===== src/rtl/prng_health_monitor.sv =====
// Online health monitor for the PRNG word stream: repetition-count and adaptive-proportion
// (monobit) tests with sticky failure flags that must be cleared explicitly.
module prng_health_monitor #(
  parameter int unsigned WIDTH        = 128,
  parameter int unsigned WINDOW_WORDS = 64,
  parameter int unsigned ONES_LO      = 3892,
  parameter int unsigned ONES_HI      = 4300,
  parameter int unsigned REP_LIMIT    = 3,
  localparam int unsigned CW          = $clog2(WIDTH * WINDOW_WORDS + 1)
) (
  input  logic             clk,
  input  logic             rst,
  input  logic             enable,
  input  logic             clr,
  input  logic             in_valid,
  output logic             in_ready,
  input  logic [WIDTH-1:0] in_data,
  output logic             window_done,
  output logic [CW-1:0]    ones_count,
  output logic             fail_rep,
  output logic             fail_prop
);

  localparam int unsigned PW  = $clog2(WIDTH + 1);
  localparam int unsigned WCW = $clog2(WINDOW_WORDS + 1);
  localparam int unsigned RCW = $clog2(REP_LIMIT + 1);

  typedef enum logic [2:0] {StIdle, StRun, StDrain, StCheck, StFail} state_e;

  state_e             state_q;
  logic [PW-1:0]      pc_q;
  logic               pc_vld_q;
  logic [CW-1:0]      acc_q;
  logic [WCW-1:0]     word_cnt_q;
  logic [WIDTH-1:0]   prev_q;
  logic               prev_vld_q;
  logic [RCW-1:0]     rep_cnt_q;
  logic               drain_q;

  logic               accept;
  logic [RCW-1:0]     rep_next;
  logic               rep_hit;
  logic               acc_in_range;

  function automatic logic [PW-1:0] popcount(input logic [WIDTH-1:0] w);
    logic [PW-1:0] n;
    n = '0;
    for (int i = 0; i < WIDTH; i++) begin
      n = n + PW'(w[i]);
    end
    return n;
  endfunction

  assign in_ready     = (state_q == StRun);
  assign accept       = in_valid && in_ready;
  assign rep_next     = (prev_vld_q && (in_data == prev_q)) ? rep_cnt_q + RCW'(1) : RCW'(1);
  assign rep_hit      = accept && (rep_next == RCW'(REP_LIMIT));
  assign acc_in_range = (acc_q >= CW'(ONES_LO)) && (acc_q <= CW'(ONES_HI));

  always_ff @(posedge clk or posedge rst) begin
    if (rst) begin
      state_q     <= StIdle;
      pc_q        <= '0;
      pc_vld_q    <= 1'b0;
      acc_q       <= '0;
      word_cnt_q  <= '0;
      prev_q      <= '0;
      prev_vld_q  <= 1'b0;
      rep_cnt_q   <= '0;
      drain_q     <= 1'b0;
      window_done <= 1'b0;
      ones_count  <= '0;
      fail_rep    <= 1'b0;
      fail_prop   <= 1'b0;
    end else begin
      window_done <= 1'b0;
      pc_vld_q    <= accept;
      if (accept) begin
        pc_q       <= popcount(in_data);
        prev_q     <= in_data;
        prev_vld_q <= 1'b1;
        rep_cnt_q  <= rep_next;
        word_cnt_q <= word_cnt_q + WCW'(1);
      end
      if (pc_vld_q) begin
        acc_q <= acc_q + CW'(pc_q);
      end

      unique case (state_q)
        StIdle: begin
          // Holding everything cleared here means every path into IDLE discards the window.
          acc_q      <= '0;
          word_cnt_q <= '0;
          pc_vld_q   <= 1'b0;
          prev_vld_q <= 1'b0;
          rep_cnt_q  <= '0;
          if (clr) begin
            fail_rep  <= 1'b0;
            fail_prop <= 1'b0;
          end else if (enable) begin
            state_q <= StRun;
          end
        end
        StRun: begin
          if (clr) begin
            state_q   <= StIdle;
            fail_rep  <= 1'b0;
            fail_prop <= 1'b0;
          end else if (rep_hit) begin
            fail_rep <= 1'b1;
            state_q  <= StFail;
          end else if (!enable) begin
            state_q <= StIdle;
          end else if (accept && (word_cnt_q == WCW'(WINDOW_WORDS - 1))) begin
            state_q <= StDrain;
            drain_q <= 1'b0;
          end
        end
        StDrain: begin
          if (clr) begin
            state_q   <= StIdle;
            fail_rep  <= 1'b0;
            fail_prop <= 1'b0;
          end else if (!enable) begin
            state_q <= StIdle;
          end else if (drain_q) begin
            state_q <= StCheck;
          end else begin
            drain_q <= 1'b1;
          end
        end
        StCheck: begin
          if (clr) begin
            state_q   <= StIdle;
            fail_rep  <= 1'b0;
            fail_prop <= 1'b0;
          end else if (!enable) begin
            state_q <= StIdle;
          end else begin
            ones_count  <= acc_q;
            window_done <= 1'b1;
            if (acc_in_range) begin
              acc_q      <= '0;
              word_cnt_q <= '0;
              state_q    <= StRun;
            end else begin
              fail_prop <= 1'b1;
              state_q   <= StFail;
            end
          end
        end
        StFail: begin
          if (clr) begin
            state_q   <= StIdle;
            fail_rep  <= 1'b0;
            fail_prop <= 1'b0;
          end
        end
        default: state_q <= StIdle;
      endcase
    end
  end

endmodule

===== config.mk =====
export PLATFORM = sky130hd
export DESIGN_NAME = prng_health_monitor
export DESIGN_NICKNAME = d
export VERILOG_FILES = /design/src/rtl/prng_health_monitor.sv
export SDC_FILE = /design/constraint.sdc
export NUM_CORES = 1
export LEC_CHECK = 0
export CAP_MARGIN = 40
export CORE_ASPECT_RATIO = 0.9
export CORE_MARGIN = 3
export CORE_UTILIZATION = 45
export DETAILED_ROUTE_END_ITERATION = 8
export PLACE_DENSITY_LB_ADDON = 0.08
export REMOVE_ABC_BUFFERS = 1
export SETUP_SLACK_MARGIN = 0.1
export SLEW_MARGIN = 30
export SYNTH_ARGS = -nofsm -noshare
export SYNTH_HDL_FRONTEND = slang
export SYNTH_SLANG_ARGS = --single-unit

===== constraint.sdc =====
create_clock -name clk -period 8.7 [get_ports clk]
set_input_delay 1.74 -clock clk [delete_from_list [all_inputs] [get_ports clk]]
set_output_delay 1.74 -clock clk [all_outputs]
set_load 0.005 [all_outputs]

======== After elaboration in Yosys (flattened, before gate mapping) ========
Cells that the tools add are included.
operators by class
  add/subtract/negate cells ............... 130
  $lt $le $gt $ge ......................... 2
  equal/unequal tests ..................... 23
  mux-type cells .......................... 48
  bitwise operators ....................... 1
  reduce and logical (&&, ||, !) cells .... 17
operator list
  cell                                                                  number
  adder 8 x 1 -> 8 bit                                                  120
  == test 128 bit                                                       1
  2-to-1 mux 14 bit                                                     4
  2-to-1 mux 3 bit                                                      13
  2-to-1 mux 7 bit                                                      4
  one-hot mux 14 bit (2 select lines)                                   1
  2-to-1 mux 1 bit                                                      18
  != test 2 bit (second input constant)                                 8
  one-hot mux 3 bit (5 select lines)                                    1
  adder 14 x 8 -> 14 bit                                                1
  greater-or-equal comparator 14 x 12 -> 1 bit (second input constant)  1
  <= comparator 14 x 13 -> 1 bit (second input constant)                1
  one-hot mux 7 bit (2 select lines)                                    1
  adder 7 x 1 -> 8 bit                                                  1
  nonzero test 2 bit                                                    4
  OR reduction 4 bit                                                    2
  adder 6 x 1 -> 7 bit                                                  1
  adder 7 x 1 -> 7 bit (second input constant)                          1
  == test 7 x 6 -> 1 bit (second input constant)                        1
  AND reduction 7 bit                                                   1
  adder 5 x 1 -> 6 bit                                                  1
  == test 3 x 2 -> 1 bit (second input constant)                        2
  2-to-1 mux 2 bit                                                      3
  != test 2 x 1 -> 1 bit (second input constant)                        3
  19 further kinds                                                      27
word-level totals
  bits in registers ....................... 182
  input bits .............................. 133
  output and inout bits ................... 18
  logic and storage cells ................. 234

======== Logic depth before layout (Yosys ltp) ========
Gate-level depths: netlist of run 1.
  depth after elaboration ................. 127
  depth in mapped cells ................... 24
  depth with buffers taken out ............ 24

======== Worst setup path after synthesis of run 1 ========
OpenSTA, ideal clock, no wires.
  path type ............................... input to register
  from .................................... input in_data[0]
  to ...................................... register pc_q[7]
  setup time .............................. 0.135 ns
  arrival ................................. 8.071 ns
  data required time ...................... 8.565 ns
  setup slack ............................. 0.494 ns
  cell stages on the path ................. 20
  buffers on the path ..................... 0
  path through ............................ fa_1 > inv_1 > fa_1 > fa_1 > fa_1 > fa_1 > fa_1 > fa_1 > fa_1 > fa_1 > fa_1 > inv_1 > ha_1 > a21o_1 > a21oi_1 > o21bai_1 > a21oi_1 > o21bai_1 > a21oi_1 > o21ai_0
on the way
  cells in the longest elaborated chain, start to end .. 127
ends and longest elaborated chain
  element                              RTL line  source
  start: declaration                   17        input logic [WIDTH-1:0] in_data,
  adder 1 x 1 -> 2 bit                 49        n = n + PW'(w[i]);
  adder 2 x 1 -> 3 bit                 49
  adder 3 x 1 -> 4 bit                 49
  adder 4 x 1 -> 5 bit                 49
  adder 5 x 1 -> 6 bit                 49
  adder 6 x 1 -> 7 bit                 49
  adder 7 x 1 -> 8 bit                 49
  adder 8 x 1 -> 8 bit (120 in a row)  49
  end signal: assignment               79        pc_q <= popcount(in_data);
  end: declaration                     31        logic [PW-1:0] pc_q;
No other way between the ends.
A chain may end at the register's enable or synchronous reset.

======== Worst setup path after layout of run 1 ========
  from .................................... input in_data[111]
  to ...................................... register pc_q[6]
on the way
  cells in the longest elaborated chain, start to end .. 17
ends and longest elaborated chain
  element                             RTL line
  adder 8 x 1 -> 8 bit (17 in a row)  49
No other way between the ends.

==> flow_summary.json, run 1 <==
{
  "run_status": "complete, no violations",
  "hold_path.startpoint": "prev_q[33]$_DFFE_PP0P_",
  "timing.final.crit_share_pct": 96.3,
  "worst_setup_path_startpoint": "in_data[111]",
  "post_route_cells_drive_above_1_share_pct": 9.30,
  "row_count": 57,
  "max-cap-violations": 0,
  "crit_path_start_kind": "input port",
  "max-clock-path-buffers": 2,
  "grt_setup_unrepaired": "no",
  "synth_area_per_cell_um2": 9.42,
  "io_pins": 151,
  "ys_warn_count": 0,
  "drt_drc_violations_left": 0,
  "edff_count_synth": 0,
  "kind_of_critical_path": "input port to register",
  "cts_inserted_buffers": 17,
  "synth_async_sr_flop_share_pct": 100,
  "area.sequential_um2": 4550,
  "antenna_found_initial": 1,
  "timing_hold_violations_final": 0,
  "gr-usage-all-layers_pct": 25.2,
  "fin_setup_tns_ns": 0,
  "tritoncts": "yes",
  "drt-wirelength-per-cell_um": 19.1,
  "post_synth_instance_area_um2": 12500,
  "route.vias.total": 9807,
  "port_buffers": 150,
  "chipWidth_um": 182,
  "crit_path_end_kind": "register",
  "min-delay-path-class": "register to register",
  "initial_core_util_pct": 46.0,
  "timing_worst_slew_pin_value_ns": 0.845,
  "nFillCells": 2462,
  "syn-instance-count": 1331,
  "cts.clk_slew.worst_paths_ns": 0.07,
  "ys.flop_type": "dfrtp_1",
  "critical_path.slowest_cell": "fa_1",
  "critical_path_arrival_ns": 8.66,
  "detailedPlace.worstSlack_ns": -0.360,
  "core_area_um2": 27200,
  "top_signal_layer_used": "met5",
  "critPathTopFamily": "adder cells",
  "detailroute.wirelength.met3_um": 2710,
  "via_per_inst": 5.15,
  "num_antenna_cells": 0,
  "placed_cell_area_um2": 14900,
  "area_taken_by_multi_input_logic_gates_um2": 7180,
  "drt_iter0_drc": 700,
  "drt-total-wl_um": 36400,
  "slew_headroom_pct": 43.2,
  "route.antenna.remaining_nets": 0,
  "report.final.setup_viol": 0,
  "dp_hpwl_um": 29400,
  "clock-root-buffer": "clkbuf_16",
  "critical_path.max_fanout": 2,
  "post-route-cell-area_um2": 15700,
  "routed-wl-met2_um": 16400,
  "final_util_pct": 57.6,
  "grt-ovfl-total": 0,
  "firstDrtPassIters": 5,
  "fin_ws_ns": 0.323,
  "via_count_of_the_first_global_routing_pass": 9945,
  "cpPeakStageDelay_ns": 0.57,
  "critical_path.most_common_cell": "fa_1",
  "synth_seq_cells": 182,
  "crit_buf_inv": 7,
  "final_nets": 1819,
  "crit_required_ns": 8.98,
  "clock_latency_ns": 0.43,
  "grt_first_pass_wirelength_um": 56900,
  "maxSlewViolCount": 0,
  "synth_cell_types": 53,
  "cts_htree_levels": 4,
  "period_minus_slack_ns": 8.38,
  "met1Wirelength_um": 16700,
  "signed_area_change_from_the_synthesized_netlist_to_the_final_layout_pct": 25.1,
  "dieArea_um2": 29900,
  "synth_seq_area_share_pct": 36.3,
  "grt_max_degree": 87,
  "cts.hold.buffers_added": 0,
  "die_h_um": 164,
  "clock-skew-final_ns": 0.0137,
  "place.gp.congestion": 0.909,
  "worst_r2r_startpoint": "prev_q[84]$_DFFE_PP0P_",
  "tritoncts_sinks": 182,
  "achievable-frequency_mhz": 119
}
==> worst reg2reg max path, delay by kind of cell, from the launching register on <==
family	cells	cell delay, ns
AOI/OAI and AO/OA	1	0.19
xor gates and xnor gates	1	0.34
DFF	1	0.40
and+or+nand+nor	5	2.07
==> cell usage after synthesis, drive strengths merged (30+ instances only) <==
library cell | count | area share [%]
nor4 | 31 | 1.9
nand2b | 60 | 3.0
nor2 | 30 | 0.90
o21ai | 87 | 3.5
xor2 | 37 | 2.6
nand2 | 275 | 8.2
xnor2 | 68 | 4.7
inv | 191 | 5.7
ha | 34 | 3.4
dfrtp | 182 | 36
nand4 | 53 | 2.7
fa | 116 | 19
==> cell usage in the layout, fill, tap and decap left out, drive strengths merged, types with 6 or more instances in the layout <==
master,instances
nand2,275
nor3,11
nand2b,60
a21o,6
nand3,14
clkinv,6
mux2i,6
dfrtp,182
xor2,37
nand4,53
mux2,14
a21oi,28
dlymetal6s2s,50
inv,198
o21bai,6
nor2,30
o2111ai,7
fa,116
o21ai,87
buf,71
nor4,31
clkdlybuf4s50,100
ha,34
xnor2,68
clkbuf,18
==> per-layer routing <==
metal | vias to the layer above | track usage, %
li1 | 4697 | -
met1 | 4773 | 37.0
met2 | 307 | 38.9
met3 | 28 | 5.59
met4 | 2 | 4.98
met5 | - | 0
==> final timing paths <==
check	depth (start not counted)	slack (ns)	to
min in group asynchronous	2	1.77	acc_q[5]$_DFF_PP0_
worst max register to register	7	5.64	fail_rep$_DFFE_PP0P_
worst min-delay path	2	0.49	prev_q[33]$_DFFE_PP0P_
worst min register to register	2	0.49	prev_q[33]$_DFFE_PP0P_
worst max-delay path	25	0.32	pc_q[6]$_DFFE_PP0P_
max in group asynchronous	5	5.59	prev_q[102]$_DFFE_PP0P_
==> state kept, by name, indices dropped and copies added, names as in the netlist, 2 cells and up <==
name	cells
state_q	3
acc_q	14
prev_q	128
word_cnt_q	7
ones_count	14
rep_cnt_q	2
pc_q	8
==> kinds of logic (layout without fill, tap and decap cells) <==
kind of cell               after synthesis  in the layout  synth area share, %
buffers and inverters                  226            444                 6.78
muxes                                   20             20                 1.74
and+or+nand+nor                        487            487                 18.4
DFF                                    182            182                 36.3
AOI/OAI and AO/OA                      161            161                 7.49
adders and majority gates              150            150                 21.9
xor gates and xnor gates               105            105                 7.33
==> final cells by class <==
class                      count  share of cell area, %
inverter                     191                   4.62
multi-input combinational    923                   45.8
clock buffer                  18                   2.80
clock inverter                14                  0.869
tap                          354                   2.82
sequential                   182                   29.0
timing repair buffer         221                   14.1
==> through the flow <==
step           std cells  hold WS [ns]
2_1_floorplan       1296         0.451
3_3_place_gp        1867         0.468
3_5_place_dp        1869         0.478
4_1_cts             1901         0.492
5_1_grt             1903         0.520
6_report            1903         0.489
==> what timing repair did <==
item                                    in CTS  in global routing
setup buffers                                0                  1
endpoints found under the setup margin       0                  5
gates resized for setup                      0                 68
Power of run 1 is not shown: default switching activity piles up to over one toggle a cycle in this logic, so the estimate is an artifact.
==> run 2: changes to the inputs <==
--- a/config.mk
+++ b/config.mk
@@ -10,9 +10,10 @@
 export CORE_MARGIN = 3
 export CORE_UTILIZATION = 45
 export DETAILED_ROUTE_END_ITERATION = 8
+export MAX_ROUTING_LAYER = met4
 export PLACE_DENSITY_LB_ADDON = 0.08
 export REMOVE_ABC_BUFFERS = 1
-export SETUP_SLACK_MARGIN = 0.1
+export SETUP_SLACK_MARGIN = 0.4
 export SLEW_MARGIN = 30
 export SYNTH_ARGS = -nofsm -noshare
 export SYNTH_HDL_FRONTEND = slang
==> flow_summary.json, run 2 (synthesis results as in run 1) <==
{
  "run_status": "complete, no violations",
  "max-clock-path-buffers": 2,
  "via_per_inst": 5.16,
  "critical_path.slowest_cell": "fa_1",
  "largest-register": "prev_q",
  "area.sequential_um2": 4550,
  "port_buffers": 150,
  "crit_path_start_kind": "input port",
  "tritoncts_sinks": 182,
  "area_taken_by_multi_input_logic_gates_um2": 7210,
  "kind_of_critical_path": "input port to register",
  "post_route_cells_drive_above_1_share_pct": 13.0,
  "achievable-frequency_mhz": 123,
  "signed_area_change_from_the_synthesized_netlist_to_the_final_layout_pct": 23.3,
  "drt-wirelength-per-cell_um": 19.4,
  "cts_htree_levels": 4,
  "initial_core_util_pct": 46.0,
  "antenna_found_initial": 0,
  "critical_path.max_fanout": 2,
  "drt_iter0_drc": 651,
  "slew_headroom_pct": 44.4,
  "core_area_um2": 27200,
  "timing_hold_violations_final": 0,
  "placed_cells_incl_taps": 1872,
  "die_h_um": 164,
  "row_count": 57,
  "drt-total-wl_um": 37000,
  "place.gp.congestion": 0.955,
  "timing.final.crit_share_pct": 93.4,
  "clock-root-buffer": "clkbuf_16",
  "fin_setup_tns_ns": 0,
  "crit_required_ns": 9.03,
  "layout.cells.most_common_list": "275 x nand2_1, 182 x dfrtp_1, 176 x inv_1",
  "nFillCells": 2417,
  "critical_path.most_common_cell": "fa_1",
  "dp_hpwl_um": 30100,
  "cts_inserted_buffers": 17,
  "num_antenna_cells": 0,
  "dieArea_um2": 29900,
  "clock_latency_ns": 0.45,
  "route.vias.total": 9836,
  "critPathTopFamily": "adder cells",
  "maxSlewViolCount": 0,
  "cts.clk_slew.worst_paths_ns": 0.07,
  "largest_register_ff_count": 128,
  "final_nets": 1822,
  "grt_first_pass_wirelength_um": 57400,
  "reg_top3": "prev_q x128, acc_q x14, ones_count x14",
  "cpPeakStageDelay_ns": 0.55,
  "clock-skew-final_ns": 0.0112,
  "io_pins": 151,
  "instances_no_fill": 1906,
  "gr-usage-all-layers_pct": 26.5,
  "critical_path_arrival_ns": 8.45,
  "crit_buf_inv": 7,
  "timing_worst_slew_pin_value_ns": 0.826,
  "period_minus_slack_ns": 8.12,
  "drt_drc_violations_left": 0,
  "grt_max_degree": 99,
  "firstDrtPassIters": 5,
  "max-cap-violations": 0,
  "min-delay-path-class": "register to register",
  "crit_path_end_kind": "register",
  "grt_setup_unrepaired": "no",
  "tritoncts": "yes",
  "commonest_non_fill_non_tap_cell_in_the_layout": "nand2_1",
  "chipWidth_um": 182,
  "via_count_of_the_first_global_routing_pass": 9925,
  "route.antenna.remaining_nets": 0,
  "grt-ovfl-total": 0,
  "report.final.setup_viol": 0
}
[run 2: changes by cell type in the layout (fill, tap and decap cells not counted), moves of 5 or more]
cell / change
dlymetal6s2s_1: -43
clkdlybuf4s50_1: -13
clkdlybuf4s15_1: +5
clkbuf_2: +40
fa_1: -5
fa_2: +5
dlygate4sd2_1: +9
inv_1: -6
inv_2: +6
[run 2: through the flow]
step	hold WS, ns	utilization, %	worst slack, ns	instance area (um^2)
6_report	0.495	56.8	0.578	15500
5_1_grt	0.506	56.8	0.392	15500
4_1_cts	0.487	57.1	0.405	15600
3_5_place_dp	0.468	55.0	-0.347	15000
3_3_place_gp	0.465	54.7	-0.283	14900
2_1_floorplan	0.451	-	0.324	12400
[run 2: final timing paths]
check / from / end / slack [ns] / cells after the start
max: in_data[121] / pc_q[6]$_DFFE_PP0P_ / 0.58 / 25
min: pc_q[0]$_DFFE_PP0P_ / pc_q[0]$_DFFE_PP0P_ / 0.49 / 2
max reg2reg: prev_q[84]$_DFFE_PP0P_ / fail_rep$_DFFE_PP0P_ / 5.59 / 7
min reg2reg: pc_q[0]$_DFFE_PP0P_ / pc_q[0]$_DFFE_PP0P_ / 0.49 / 2
max in group asynchronous: rst / prev_q[126]$_DFFE_PP0P_ / 6.03 / 4
min in group asynchronous: rst / ones_count[13]$_DFFE_PP0P_ / 1.70 / 2
[run 2: cell type report]
cell class                      instances  area share (%)
Sequential cell                       182            29.4
Timing Repair Buffer                  224            12.5
Clock inverter                         15            1.17
Clock buffer                           17            2.75
Inverter                              191            4.68
Tap cell                              354            2.86
Multi-Input combinational cell        923            46.6
[run 2: repair_timing]
| item | CTS | global route |
|---|---|---|
| hold buffers | 0 | 0 |
| pin swaps | 35 | 58 |
| gates cloned | 0 | 0 |
| endpoints found under the setup margin | 4 | 4 |
| resized for setup | 75 | 110 |
| setup buffers | 1 | 0 |
[run 2: worst min-delay path, stage by stage, from the launching register on]
cell and delay [ns]:
dfrtp_1 0.36, nand2_1 0.05, nand2_1 0.06
[run 2: layer usage]
layer	GRT usage [%]	up-vias	wire (um)
met3	5.26	44	2350
met4	6.30	0	694
met2	38.9	285	16300
met5	-	-	0
met1	38.3	4802	17600
li1	-	4705	-
Power of run 2 is left out for the same reason.
